## src/rtl/mc_ctrl_pkg.sv

```systemverilog
// Shared types and encodings for the multi-cycle MIPS control unit.
// Holds the state enum, opcode/funct constants, ALU codes and datapath mux selects.
package mc_ctrl_pkg;

  typedef enum logic [3:0] {
    S_IDLE,
    S_FETCH,
    S_DECODE,
    S_EXEC_R,
    S_WB_R,
    S_EXEC_I,
    S_WB_I,
    S_MEM_ADDR,
    S_MEM_RD,
    S_MEM_WR,
    S_MEM_WB,
    S_BRANCH,
    S_JUMP,
    S_JR,
    S_TRAP
  } state_t;

  localparam logic [5:0] OP_RTYPE = 6'h00;
  localparam logic [5:0] OP_J     = 6'h02;
  localparam logic [5:0] OP_JAL   = 6'h03;
  localparam logic [5:0] OP_BEQ   = 6'h04;
  localparam logic [5:0] OP_BNE   = 6'h05;
  localparam logic [5:0] OP_ADDI  = 6'h08;
  localparam logic [5:0] OP_SLTI  = 6'h0A;
  localparam logic [5:0] OP_ANDI  = 6'h0C;
  localparam logic [5:0] OP_ORI   = 6'h0D;
  localparam logic [5:0] OP_XORI  = 6'h0E;
  localparam logic [5:0] OP_LW    = 6'h23;
  localparam logic [5:0] OP_SW    = 6'h2B;

  localparam logic [5:0] FN_SLL = 6'h00;
  localparam logic [5:0] FN_SRL = 6'h02;
  localparam logic [5:0] FN_JR  = 6'h08;
  localparam logic [5:0] FN_ADD = 6'h20;
  localparam logic [5:0] FN_SUB = 6'h22;
  localparam logic [5:0] FN_AND = 6'h24;
  localparam logic [5:0] FN_OR  = 6'h25;
  localparam logic [5:0] FN_XOR = 6'h26;
  localparam logic [5:0] FN_NOR = 6'h27;
  localparam logic [5:0] FN_SLT = 6'h2A;

  localparam logic [3:0] ALU_ADD  = 4'b0000;
  localparam logic [3:0] ALU_SUB  = 4'b0001;
  localparam logic [3:0] ALU_AND  = 4'b0010;
  localparam logic [3:0] ALU_OR   = 4'b0011;
  localparam logic [3:0] ALU_SLT  = 4'b0100;
  localparam logic [3:0] ALU_XOR  = 4'b0101;
  localparam logic [3:0] ALU_NOR  = 4'b0110;
  localparam logic [3:0] ALU_SLL  = 4'b0111;
  localparam logic [3:0] ALU_SRL  = 4'b1000;
  localparam logic [3:0] ALU_SGT  = 4'b1001;
  localparam logic [3:0] ALU_NONE = 4'b1111;

  localparam logic [1:0] PC_ALU    = 2'b00;
  localparam logic [1:0] PC_ALUOUT = 2'b01;
  localparam logic [1:0] PC_JUMP   = 2'b10;
  localparam logic [1:0] PC_RS     = 2'b11;

  localparam logic [1:0] DST_RT = 2'b00;
  localparam logic [1:0] DST_RD = 2'b01;
  localparam logic [1:0] DST_RA = 2'b10;

  localparam logic [1:0] WB_ALUOUT = 2'b00;
  localparam logic [1:0] WB_MDR    = 2'b01;
  localparam logic [1:0] WB_PC     = 2'b10;

  localparam logic [1:0] SRCA_PC    = 2'b00;
  localparam logic [1:0] SRCA_RS    = 2'b01;
  localparam logic [1:0] SRCA_SHAMT = 2'b10;

  localparam logic [1:0] SRCB_RT     = 2'b00;
  localparam logic [1:0] SRCB_FOUR   = 2'b01;
  localparam logic [1:0] SRCB_IMM    = 2'b10;
  localparam logic [1:0] SRCB_IMM_SH = 2'b11;

  function automatic logic is_mem_wait(input state_t s);
    return (s == S_FETCH) || (s == S_MEM_RD) || (s == S_MEM_WR);
  endfunction

endpackage

```

## src/rtl/mc_alu_decode.sv

```systemverilog
// Combinational opcode/funct -> ALU operation and instruction-valid decode.
// Zero latency; no flow control.
module mc_alu_decode
  import mc_ctrl_pkg::*;
(
  input  logic [5:0] opcode,
  input  logic [5:0] funct,
  output logic [3:0] alu_op,
  output logic       valid
);

  always_comb begin
    alu_op = ALU_NONE;
    valid  = 1'b1;
    case (opcode)
      OP_RTYPE: begin
        case (funct)
          FN_ADD:  alu_op = ALU_ADD;
          FN_SUB:  alu_op = ALU_SUB;
          FN_AND:  alu_op = ALU_AND;
          FN_OR:   alu_op = ALU_OR;
          FN_SLT:  alu_op = ALU_SLT;
          FN_XOR:  alu_op = ALU_XOR;
          FN_NOR:  alu_op = ALU_NOR;
          FN_SLL:  alu_op = ALU_SLL;
          FN_SRL:  alu_op = ALU_SRL;
          FN_JR:   alu_op = ALU_NONE;
          default: valid  = 1'b0;
        endcase
      end
      OP_ADDI, OP_LW, OP_SW: alu_op = ALU_ADD;
      OP_BEQ, OP_BNE:        alu_op = ALU_SUB;
      OP_ANDI:               alu_op = ALU_AND;
      OP_ORI:                alu_op = ALU_OR;
      OP_XORI:               alu_op = ALU_XOR;
      OP_SLTI:               alu_op = ALU_SLT;
      OP_J, OP_JAL:          alu_op = ALU_NONE;
      default:               valid  = 1'b0;
    endcase
  end

endmodule

```

## src/rtl/mc_control_fsm.sv

```systemverilog
// Multi-cycle MIPS control FSM: sequences fetch/decode/execute/memory/writeback on a shared datapath.
// 3-5 cycles per instruction plus memory waits; stalls on mem_ready, traps after MEM_TIMEOUT cycles.
module mc_control_fsm
  import mc_ctrl_pkg::*;
#(
  parameter int ALUOP_W         = 4,
  parameter int MEM_TIMEOUT     = 16,
  parameter bit TRAP_ON_INVALID = 1'b1
) (
  input  logic               clk,
  input  logic               rst_n,
  input  logic [5:0]         opcode,
  input  logic [5:0]         funct,
  input  logic               zero,
  input  logic               mem_ready,
  output logic               pc_wr_en,
  output logic [1:0]         pc_src,
  output logic               iord,
  output logic               ir_wr_en,
  output logic               mem_rd_en,
  output logic               mem_wr_en,
  output logic               reg_wr_en,
  output logic [1:0]         reg_dst,
  output logic [1:0]         wb_src,
  output logic [1:0]         alu_src_a,
  output logic [1:0]         alu_src_b,
  output logic [ALUOP_W-1:0] alu_op,
  output logic               invalid_inst,
  output logic               bus_error,
  output logic               trapped
);

  localparam int CW = $clog2(MEM_TIMEOUT);
  localparam logic [CW-1:0] WAIT_LAST = CW'(MEM_TIMEOUT - 1);

  state_t        state, next_state;
  logic [5:0]    op_q, fn_q;
  logic [CW-1:0] wait_cnt;
  logic          bus_err_q, inval_q;
  logic [5:0]    dec_opcode, dec_funct;
  logic [3:0]    dec_alu_op, alu_op_c;
  logic          dec_valid;
  logic          mem_wait, timeout;

  // Decode the live IR during S_DECODE, the latched copy afterwards.
  assign dec_opcode = (state == S_DECODE) ? opcode : op_q;
  assign dec_funct  = (state == S_DECODE) ? funct  : fn_q;

  mc_alu_decode u_alu_decode (
    .opcode (dec_opcode),
    .funct  (dec_funct),
    .alu_op (dec_alu_op),
    .valid  (dec_valid)
  );

  assign mem_wait = is_mem_wait(state);
  // A ready arriving on the last allowed cycle still completes the access.
  assign timeout  = mem_wait && !mem_ready && (wait_cnt == WAIT_LAST);

  always_comb begin
    next_state = state;
    pc_wr_en   = 1'b0;
    pc_src     = PC_ALU;
    iord       = 1'b0;
    ir_wr_en   = 1'b0;
    mem_rd_en  = 1'b0;
    mem_wr_en  = 1'b0;
    reg_wr_en  = 1'b0;
    reg_dst    = DST_RT;
    wb_src     = WB_ALUOUT;
    alu_src_a  = SRCA_PC;
    alu_src_b  = SRCB_RT;
    alu_op_c   = ALU_NONE;
    case (state)
      S_IDLE: next_state = S_FETCH;
      S_FETCH: begin
        mem_rd_en = 1'b1;
        alu_src_b = SRCB_FOUR;
        alu_op_c  = ALU_ADD;
        if (mem_ready) begin
          ir_wr_en   = 1'b1;
          pc_wr_en   = 1'b1;
          next_state = S_DECODE;
        end
      end
      S_DECODE: begin
        alu_src_b = SRCB_IMM_SH;
        alu_op_c  = ALU_ADD;
        if (!dec_valid) begin
          next_state = TRAP_ON_INVALID ? S_TRAP : S_FETCH;
        end else begin
          case (opcode)
            OP_RTYPE:                                 next_state = (funct == FN_JR) ? S_JR : S_EXEC_R;
            OP_ADDI, OP_ANDI, OP_ORI, OP_XORI, OP_SLTI: next_state = S_EXEC_I;
            OP_LW, OP_SW:                             next_state = S_MEM_ADDR;
            OP_BEQ, OP_BNE:                           next_state = S_BRANCH;
            OP_J, OP_JAL:                             next_state = S_JUMP;
            default:                                  next_state = S_TRAP;
          endcase
        end
      end
      S_EXEC_R: begin
        alu_src_a  = ((fn_q == FN_SLL) || (fn_q == FN_SRL)) ? SRCA_SHAMT : SRCA_RS;
        alu_op_c   = dec_alu_op;
        next_state = S_WB_R;
      end
      S_WB_R: begin
        reg_wr_en  = 1'b1;
        reg_dst    = DST_RD;
        next_state = S_FETCH;
      end
      S_EXEC_I: begin
        alu_src_a  = SRCA_RS;
        alu_src_b  = SRCB_IMM;
        alu_op_c   = dec_alu_op;
        next_state = S_WB_I;
      end
      S_WB_I: begin
        reg_wr_en  = 1'b1;
        next_state = S_FETCH;
      end
      S_MEM_ADDR: begin
        alu_src_a  = SRCA_RS;
        alu_src_b  = SRCB_IMM;
        alu_op_c   = ALU_ADD;
        next_state = (op_q == OP_LW) ? S_MEM_RD : S_MEM_WR;
      end
      S_MEM_RD: begin
        iord      = 1'b1;
        mem_rd_en = 1'b1;
        if (mem_ready) next_state = S_MEM_WB;
      end
      S_MEM_WR: begin
        iord      = 1'b1;
        mem_wr_en = 1'b1;
        if (mem_ready) next_state = S_FETCH;
      end
      S_MEM_WB: begin
        reg_wr_en  = 1'b1;
        wb_src     = WB_MDR;
        next_state = S_FETCH;
      end
      S_BRANCH: begin
        alu_src_a  = SRCA_RS;
        alu_op_c   = ALU_SUB;
        pc_src     = PC_ALUOUT;
        pc_wr_en   = (op_q == OP_BEQ) ? zero : ~zero;
        next_state = S_FETCH;
      end
      S_JUMP: begin
        pc_src   = PC_JUMP;
        pc_wr_en = 1'b1;
        if (op_q == OP_JAL) begin
          reg_wr_en = 1'b1;
          reg_dst   = DST_RA;
          wb_src    = WB_PC;
        end
        next_state = S_FETCH;
      end
      S_JR: begin
        pc_src     = PC_RS;
        pc_wr_en   = 1'b1;
        next_state = S_FETCH;
      end
      S_TRAP:  next_state = S_TRAP;
      default: next_state = S_IDLE;
    endcase
    if (timeout) next_state = S_TRAP;
  end

  always_ff @(posedge clk or negedge rst_n) begin
    if (!rst_n) begin
      state <= S_IDLE;
    end else begin
      state <= next_state;
    end
  end

  always_ff @(posedge clk or negedge rst_n) begin
    if (!rst_n) begin
      op_q      <= '0;
      fn_q      <= '0;
      wait_cnt  <= '0;
      bus_err_q <= 1'b0;
      inval_q   <= 1'b0;
    end else begin
      if (state == S_DECODE) begin
        op_q <= opcode;
        fn_q <= funct;
      end
      // Leaving or never being in a wait state zeroes the count, so every wait starts at 0.
      if (mem_wait && !mem_ready && !timeout) wait_cnt <= wait_cnt + 1'b1;
      else                                    wait_cnt <= '0;
      if (timeout) bus_err_q <= 1'b1;
      inval_q <= (state == S_DECODE) && !dec_valid;
    end
  end

  assign alu_op       = ALUOP_W'(alu_op_c);
  assign invalid_inst = inval_q;
  assign bus_error    = bus_err_q;
  assign trapped      = (state == S_TRAP);

endmodule
```

## config.mk

```make
export PLATFORM = sky130hd
export DESIGN_NAME = mc_control_fsm
export DESIGN_NICKNAME = d
export VERILOG_FILES = /design/src/rtl/mc_ctrl_pkg.sv /design/src/rtl/mc_alu_decode.sv /design/src/rtl/mc_control_fsm.sv
export SDC_FILE = /design/constraint.sdc
export NUM_CORES = 1
export LEC_CHECK = 0
export ABC_AREA = 1
export CORE_MARGIN = 1.5
export CORE_UTILIZATION = 45
export DETAILED_ROUTE_END_ITERATION = 12
export PLACE_DENSITY = 0.78
export SLEW_MARGIN = 10
export SYNTH_ARGS = -nofsm -noshare
export SYNTH_HDL_FRONTEND = slang
export SYNTH_SLANG_ARGS = --single-unit
```

## constraint.sdc

```tcl
create_clock -name clk -period 2.6 [get_ports clk]
set_input_delay 0.78 -clock clk [delete_from_list [all_inputs] [get_ports clk]]
set_output_delay 0.78 -clock clk [all_outputs]
set_load 0.02 [all_outputs]
```

# After elaboration in Yosys (flattened, before gate mapping)
# Cells that the tools add are included.
[classes]
n_eq_ne = 54
n_addsub = 1
muxes = 33
reduce_logical = 33
bitwise_logic = 1
[op_table]
columns = ["operator", "n"]
rows = [
  ["6-bit by 4-bit == test with 1-bit output (second input constant)", 12],
  ["6-bit == test (second input constant)", 12],
  ["4-bit case mux with 9 select lines", 2],
  ["6-bit by 2-bit == test with 1-bit output (second input constant)", 7],
  ["4-bit == test (second input constant)", 8],
  ["6-bit by 3-bit == test with 1-bit output (second input constant)", 5],
  ["4-bit two-way mux", 7],
  ["4-bit case mux with 7 select lines", 1],
  ["6-bit logical NOT", 4],
  ["4-bit case mux with 5 select lines", 1],
  ["2-bit OR reduction", 9],
  ["4-bit by 3-bit == test with 1-bit output (second input constant)", 4],
  ["6-bit two-way mux", 2],
  ["2-bit case mux with 2 select lines", 3],
  ["2-bit case mux with 3 select lines", 2],
  ["4-bit case mux with 3 select lines", 1],
  ["3-bit OR reduction", 4],
  ["11-bit OR reduction", 1],
  ["10-bit OR reduction", 1],
  ["1-bit two-way mux", 9],
  ["3-bit inequality test (second input constant)", 3],
  ["4-bit by 2-bit == test with 1-bit output (second input constant)", 2],
  ["7-bit OR reduction", 1],
  ["5-bit OR reduction", 1],
  ["11 further kinds", 20],
]
[word_totals]
elab_cells = 128
in_bits = 16
register_bits = 22

# Depth between registers and ports, before layout
[depth]
depth_word = 9
mapped_depth = 18

# By module
# From an unflattened synthesis, not the netlist that was laid out.
[hier_totals]
cells_unflattened = 298
hier_area_um2 = 1784.2
[modules_own_cells]
columns = ["module", "instances", "cells_per_inst", "seq_area_each_um2", "area_each_um2"]
rows = [
  ["mc_control_fsm", 1, 213, 550.5, 1388.8],
  ["mc_alu_decode", 1, 85, 0.0, 395.4],
]

# Least setup slack after synthesis
# No wires, ideal clock.
[synth_path]
path_kind = "input to output"
startpoint = "input port funct[3]"
endpoint = "output port alu_op[0]"
required_ns = 1.820
cell_stages = 12
arrival_time_ns = 1.831
path_slack_ns = -0.011
path_cell_list = "inv_1 > nand3_1 > nand2_4 > nand3_1 > a21oi_1 > a21oi_2 > nand2_1 > nand2_1 > nand2_1 > nand2_1 > nand2_1 > nand2_1"
[synth_via]
elab_chain_cells = 5
word_cells_on_any_way = 13
classes_between = "eq/ne (8); mux (4); reduce/logical (1)"
[synth_rtl]
columns = ["item", "line", "source"]
rows = [
  ["start, declared", "mc_control_fsm.sv:13", "input logic [5:0] funct,"],
  ["6-bit two-way mux (*)", "--", ""],
  ["6-bit by 2-bit == test with 1-bit output (tied with other cells)", "mc_alu_decode.sv:17", "case (funct)"],
  ["4-bit case mux with 9 select lines (*)", "mc_alu_decode.sv:17", ""],
  ["4-bit case mux with 7 select lines (*)", "mc_alu_decode.sv:15", "case (opcode)"],
  ["4-bit case mux with 3 select lines (*)", "mc_control_fsm.sv:74", "case (state)"],
  ["end, declared", "mc_control_fsm.sv:27", "output logic [ALUOP_W-1:0] alu_op,"],
]
# Mark *: on every way between the ends. The rest lies on a longest branch, timed or not.

# Final worst setup path
[layout_path]
startpoint = "register state[0]"
endpoint = "output port alu_op[1]"
[layout_via]
elab_chain_cells = 6
word_cells_on_any_way = 34
classes_between = "eq/ne (23); mux (5); reduce/logical (6)"
[layout_rtl]
columns = ["item", "line", "source"]
rows = [
  ["start, declared", "mc_control_fsm.sv:36", "state_t state, next_state;"],
  ["start signal, assigned", "mc_control_fsm.sv:175", "state <= next_state;"],
  ["4-bit by 2-bit == test with 1-bit output (*)", "mc_control_fsm.sv:47", "assign dec_funct = (state == S_DECODE) ? funct : fn_q;"],
  ["6-bit two-way mux (*)", "--", ""],
  ["via dec_funct[3]", "mc_control_fsm.sv:40", "logic [5:0] dec_opcode, dec_funct;"],
  ["6-bit by 2-bit == test with 1-bit output (tied with other cells)", "mc_alu_decode.sv:17", ""],
  ["4-bit case mux with 9 select lines (*)", "mc_alu_decode.sv:17", ""],
  ["4-bit case mux with 7 select lines (*)", "mc_alu_decode.sv:15", ""],
  ["4-bit case mux with 3 select lines (*)", "mc_control_fsm.sv:74", ""],
]
# Mark *: on every way through the listed nets, which the timed path passes. The rest lies on a longest branch.

==> impl_metrics.env <==
export IMPL_run_status="complete, but fails checks"
export IMPL_violations="negative setup slack"
export IMPL_cellPowerDensity_nw_per_um2=1419
export IMPL_p_leak_uw=0.001867
export IMPL_ys_seq_elements=22
export IMPL_fillerInstances=270
export IMPL_synthDistinctLibCells=41
export IMPL_drc=0
export IMPL_synthAdderAreaFrac_pct=0.5804
export IMPL_first_iter_violations=318
export IMPL_wl_um=9282
export IMPL_avgSynthCellArea_um2=6.888
export IMPL_synth_common_cells="nand2_1 (74), nor2_1 (50), inv_1 (36), dfrtp_1 (22), nand3_1 (22)"
export IMPL_max_cap_viol_count=0
export IMPL_dr_pass1_iters=7
export IMPL_ys_flop_type="dfrtp_1"
export IMPL_synthArstFlopShare_pct=100.0
export IMPL_grt_overflow=0
export IMPL_die_w_um=72.22
export IMPL_clockRootBuffer="clkbuf_8"
export IMPL_grt_pass1_wl_um=11210
export IMPL_port_buffers=38
export IMPL_hold_path_class="register to register"
export IMPL_crit_type="register to output pin"
export IMPL_rows=24
export IMPL_clkLatencyLatePin_ns=0.28
export IMPL_grt_max_degree=23
export IMPL_p_total_uw=5100
export IMPL_wl_per_cell_um=18.56
export IMPL_first_global_vias=2452
export IMPL_fmax_mhz=316.7
export IMPL_nets=466
export IMPL_ir_worst_vdd_v=0.001035
export IMPL_critPathArrivalTime_ns=2.38
export IMPL_startpoint_type="register"
export IMPL_synthSimpleGateAreaFrac_pct=50.26
export IMPL_relSlewSlack_pct=63.36
export IMPL_cp_end_kind="output pin"
export IMPL_htree_levels=1
export IMPL_synth_compound_area_share_pct=11.78
export IMPL_fin_crit_ns=3.157
export IMPL_setup_tns_ns=-2.440
export IMPL_cts_sinks=22
export IMPL_dpl_instance_area_um2=3128
export IMPL_synth_seq_area_share_pct=25.54
export IMPL_synthMuxAreaShare_pct=0
export IMPL_syn2layout_area_growth_pct=66.74
export IMPL_yosysWarnings=0
export IMPL_setup_violations=10
export IMPL_vias_per_cell=5.814
export IMPL_synth_fp_nets=330
export IMPL_synth_edf_count=0
export IMPL_fin_area_um2=3595
export IMPL_crit_required_ns=1.82
export IMPL_synth_top_area_cell="dfrtp_1"
export IMPL_start_util_pct=48.18
export IMPL_critPathMaxFanout=5
export IMPL_die_area_um2=5215
export IMPL_gp_congestion=0.9263
export IMPL_cts_buffer_depth=2
export IMPL_hold_buffers=0
export IMPL_core_um2=4474
export IMPL_slew_viol_final=0
export IMPL_synth_top_family_by_area="simple AND/OR/NAND/NOR gates"
export IMPL_mappedNetlistArea_um2=2156
export IMPL_synth_top_area_share_pct=25.54
export IMPL_io_pins=39
export IMPL_synth_xor_area_share_pct=1.219
export IMPL_grt_usage_pct=27.51
export IMPL_detail_route_antenna_nets=0
export IMPL_setup_slack_ns=-0.5575
export IMPL_cts_tree="done"
export IMPL_place_hpwl_um=4862
export IMPL_cts_clk_slew_worst_paths_ns=0.10
export IMPL_fin_crit_sh_pct=121.4
export IMPL_via_count=2907
export IMPL_drive_gt1_share_pct=49.11
export IMPL_yosys_top_cells_area="dfrtp_1 (26%), nand2_1 (13%), nor2_1 (8.7%), inv_1 (6.3%), nand2_4 (5.7%)"
export IMPL_dieHeight_um=72.22
export IMPL_hold_viol_final=0
export IMPL_yosysMostFrequentCell="nand2_1"
export IMPL_worstMarginPinSlew_ns=0.5454
export IMPL_holdWs_ns=0.4690
export IMPL_antenna_cells=0
export IMPL_cts_buffers=3
export IMPL_rsz0062_at_grt="true"
export IMPL_antenna_found_initial=0
export IMPL_skew_ns=0.003295
export IMPL_synth_cells=313
==> cell type report <==
| class | count | area (µm²) | area share (%) |
|---|---|---|---|
| clock inverters | 1 | 30.03 | 0.8354 |
| flip-flops and latches | 22 | 551.8 | 15.35 |
| inverters | 45 | 171.4 | 4.769 |
| clock buffers | 3 | 41.29 | 1.149 |
| well taps | 52 | 65.06 | 1.810 |
| multi-input cells | 244 | 1625 | 45.21 |
| repair buffers | 133 | 1110 | 30.87 |
==> layout by cell type, fill, tap and decap left out, types with 5 or more instances in the layout <==
cell and instances:
dlygate4sd2_1 16, o21ai_4 5, clkbuf_2 6, buf_6 19, nand2_4 14, a21oi_1 5
nor3_1 5, buf_2 7, nand3_2 11, nor2_2 8, nand3_1 14, nor2_4 11
nand2_2 21, nand2_1 61, buf_4 76, dfrtp_1 21, nor2_1 41, o21ai_0 10
inv_1 30, clkdlybuf4s50_1 5, inv_2 14
==> per-stage QoR <==
stage | setup slack [ns] | cells | utilization [%]
floorplan | 0.004012 | 313 | -
global placement | -1.005 | 472 | 69.91
detailed placement | -1.056 | 472 | 69.91
CTS | -0.4376 | 488 | 75.20
global route | -0.6607 | 500 | 80.34
finish | -0.5575 | 500 | 80.34
==> critical path, stage by stage (launching register included) <==
cell and delay (ns):
dfrtp_2 0.47, nor2_8 0.22, buf_2 0.22, nand3_1 0.19
nand2_2 0.18, nor2_2 0.05, nand3_2 0.10, nand2_2 0.06
a21oi_2 0.09, nand2_1 0.09, nand2_1 0.07, nand2_1 0.05
nand2_1 0.06, nand2_1 0.05, nand2_1 0.08, buf_6 0.12
==> kinds of logic after synthesis <==
logic type	Yosys count
AND/OR/NAND/NOR	203
buffers and inverters	50
AO/OA/AOI/OAI	34
flip-flops	22
XOR/XNOR	3
adder cells (fa/ha/maj)	1
==> path summary, 6_finish.rpt <==
path | startpoint | end | slack (ns) | cells past startpoint
max in group asynchronous | rst_n | state[0]$_DFFE_PN0P_ | 1.49 | 2
hold reg to reg | wait_cnt[0]$_DFF_PN0_ | wait_cnt[0]$_DFF_PN0_ | 0.47 | 1
setup / recovery | state[0]$_DFFE_PN0P_ | alu_op[1] | -0.56 | 15
min in group asynchronous | rst_n | invalid_inst$_DFF_PN0_ | 0.85 | 2
setup reg to reg | state[0]$_DFFE_PN0P_ | state[3]$_DFFE_PN0P_ | 0.10 | 17
hold / removal | wait_cnt[0]$_DFF_PN0_ | wait_cnt[0]$_DFF_PN0_ | 0.47 | 1
==> metal layers <==
layer	wire length [µm]	track usage, %
met1	3350	35.11
met4	707	10.06
met2	4467	48.35
met3	757	2.639
met5	0	0
==> flip-flops by register name, summed over array words and instances (netlist names) <==
| signal | cells |
|---|---|
| state | 4 |
| op_q | 6 |
| bus_error | 1 |
| wait_cnt | 4 |
| invalid_inst | 1 |
| fn_q | 6 |
==> where the power goes <==
group	switching (µW)	internal, µW
clock	140	206
sequential	139	481
combinational	2360	1770
==> what timing repair did <==
item | 4_1_cts | 5_1_grt
setup endpoints to repair | 21 | 17
cloned | 2 | 3
resized for setup | 102 | 56
pin swaps | 26 | 14
setup buffers | 10 | 9
Note: power is estimated with default switching activity, not from simulation.
==> edit, RTL diff (same flow settings) <==
The parameter `ALUOP_W` goes from 4 to 6.
--- a/src/rtl/mc_control_fsm.sv
+++ b/src/rtl/mc_control_fsm.sv
@@ -3,7 +3,7 @@
 module mc_control_fsm
   import mc_ctrl_pkg::*;
 #(
-  parameter int ALUOP_W         = 4,
+  parameter int ALUOP_W         = 6,
   parameter int MEM_TIMEOUT     = 16,
   parameter bit TRAP_ON_INVALID = 1'b1
 ) (
Interface: changed (resized alu_op); port bits go from 39 to 41. No check against the original RTL was run, so the function may have changed too.
==> edit against the original RTL <==
  * The run still ends with negative setup slack left
  * Highest routed layer unchanged
  * Cell area down 1.4%
  * Core utilization down 4.8 points
  * Setup slack better by 0.090 ns
  * Fmax up 2.9%
  * Clock power down 1%
  * Global-route usage up 2.4 points
  * Clock skew down 0.00090 ns
  * Routed wire length down 16%
  * Power down 4.0%
  * Non-clock buffer count down 4
  * Sequential cell count unchanged
  * Synthesized area up 0.87%
  * Sequential power down 3%
==> edit: results (changes against the original RTL) <==
status complete, but fails checks; failing checks negative setup slack; vias in the first global route 2671 (+8.9%); hold endpoint bus_error; number of cells on the worst reg-to-reg path 20 (+3); min setup slack post-route -0.468 ns (+0.0895 ns); DR iter-0 viols 180 (-43%); PortBufs 38 (unchanged); leakage 0.00184 uW (-1.2%); DP HPWL 5050 um (+3.9%); Post-CTS Hold Fix Bufs 0 (unchanged); # DRC 0 (unchanged); # nets final 462 (-0.86%); main flop type after synthesis dfrtp_1; clk buf depth 2 (unchanged); flop-to-flop setup slack 0.13 ns (+0.03 ns); async set-reset flop share out of synthesis 100% (unchanged); n_diodes 0 (unchanged); fraction of layout cells with a size suffix above 1 50.0% (+0.89 points); initial antenna violation count 0 (unchanged); final instance count without filler cells 498 (-0.40%); sequential area share after synthesis 25.3% (-0.22 points); global-route wire length before repair 12200 um (+9.2%); cell count after placement 475 (+0.64%); commonest cells in the netlist nand2_1, nor2_1, inv_1; YS warnings 0 (unchanged); Largest regs fn_q: 6 flops, op_q: 6 flops; GRT Util Overall 30.0% (+2.4 points); Vias/cell 5.36 (-7.8%); Yosys cell types 42 (+2.4%); setup violators final 4 (-6); top cells by area, synth dfrtp_1, nand2_1, nor2_1; Critical-path top delay cell dfrtp_1; later-pin clock latency in the skew report 0.28 ns (about the same); gp weighted congestion 0.945 (+2.0%); CTS buffer count 3 (unchanged); largest net degree at the start of global routing 23 (unchanged); Detailed Routing Iterations Pass 1 4 (-3); crit-path max FO 7 (+2); Worst Clk Skew 0.00240 ns (-0.000899 ns); Critical Path Max Stage Delay 0.42 ns (-0.05 ns); DP Area 3140 um2 (+0.48%); routed wire length 7810 um (-16%); Top delay family on crit path simple AND/OR/NAND/NOR gates; min-delay src bus_error; WP data arrival 2.29 ns (-0.09 ns); Hold Path Cell Cnt 1 (unchanged); HP Class reg2reg; most frequent cell after synthesis nand2_1; Clock Tree Root clkbuf_8; clock-pin slew on the worst setup and hold paths 0.09 ns; r2r endpoint state[0]; RR Startpoint state[3]; Avg Inst Size Synth 6.88 um2 (about the same); htree depth 1 (unchanged); IR drop worst, VDD 0.935 mV (-9.6%)
[edit: worst max path at each step]
stage | from | to | slack [ns] | cells past startpoint
CTS | state[2] | alu_op[0] | -0.46 | 14
detailed placement | funct[5] | alu_op[0] | -1.12 | 14
floorplan | opcode[0] | alu_op[0] | 0.004 | 11
global route | state[3] | alu_op[1] | -0.62 | 18
global placement | funct[5] | alu_op[0] | -1.04 | 14
finish | state[3] | alu_op[0] | -0.47 | 14
[edit: what timing repair did]
action,CTS,global route
setup buffers,16,2
endpoints found under the setup margin,21,16
cloned,1,0
gates resized for setup,108,58
pin swaps,24,20
[edit: kinds of logic (layout without fill, tap and decap cells)]
logic type	Yosys count	in the layout	share of synthesized area, %
AO/OA/AOI/OAI	34	34	11.7
other	1	2	0.172
XOR/XNOR	3	3	1.21
buffers and inverters	52	178	11.2
AND/OR/NAND/NOR	203	204	49.8
adder cells (fa/ha/maj)	1	1	0.575
flip-flops	22	22	25.3
[edit: final cells by class]
type / instances / area [um2]
Clock buffer: 3 / 41.3
Fill cell: 312 / 1150
Timing Repair Buffer: 129 / 1080
Sequential cell: 22 / 552
Inverter: 45 / 174
Multi-Input combinational cell: 244 / 1600
Clock inverter: 1 / 30.0
Tap cell: 54 / 67.6
[edit: report_power, final]
part	switching (uW)	leakage (uW)	internal [uW]	total, uW
registers	123	0.000277	481	603
clock network	135	0.0000357	206	342
logic	2220	0.00153	1730	3950
[edit: metrics by stage]
stage / hold slack (ns) / worst slack, ns / TNS (ns) / total power, uW
6_report: 0.504 / -0.468 / -1.79 / 4900
5_1_grt: 0.506 / -0.615 / -2.45 / 5170
4_1_cts: 0.480 / -0.460 / -1.73 / 4540
3_5_place_dp: 0.459 / -1.12 / -5.40 / 3770
3_3_place_gp: 0.446 / -1.04 / -4.87 / 3670
2_1_floorplan: 0.431 / 0.00401 / 0 / 2490
[edit: per-layer routing]
layer / wire [um] / up-vias / part of all wire [%] / global-route usage [%]
met2: 4060 / 128 / 52 / 54.7
met5: 0 / - / 0 / 0
met3: 464 / 39 / 5.9 / 3.47
met4: 327 / 0 / 4.2 / 13.0
li1: - / 1256 / - / -
met1: 2960 / 1246 / 38 / 35.2
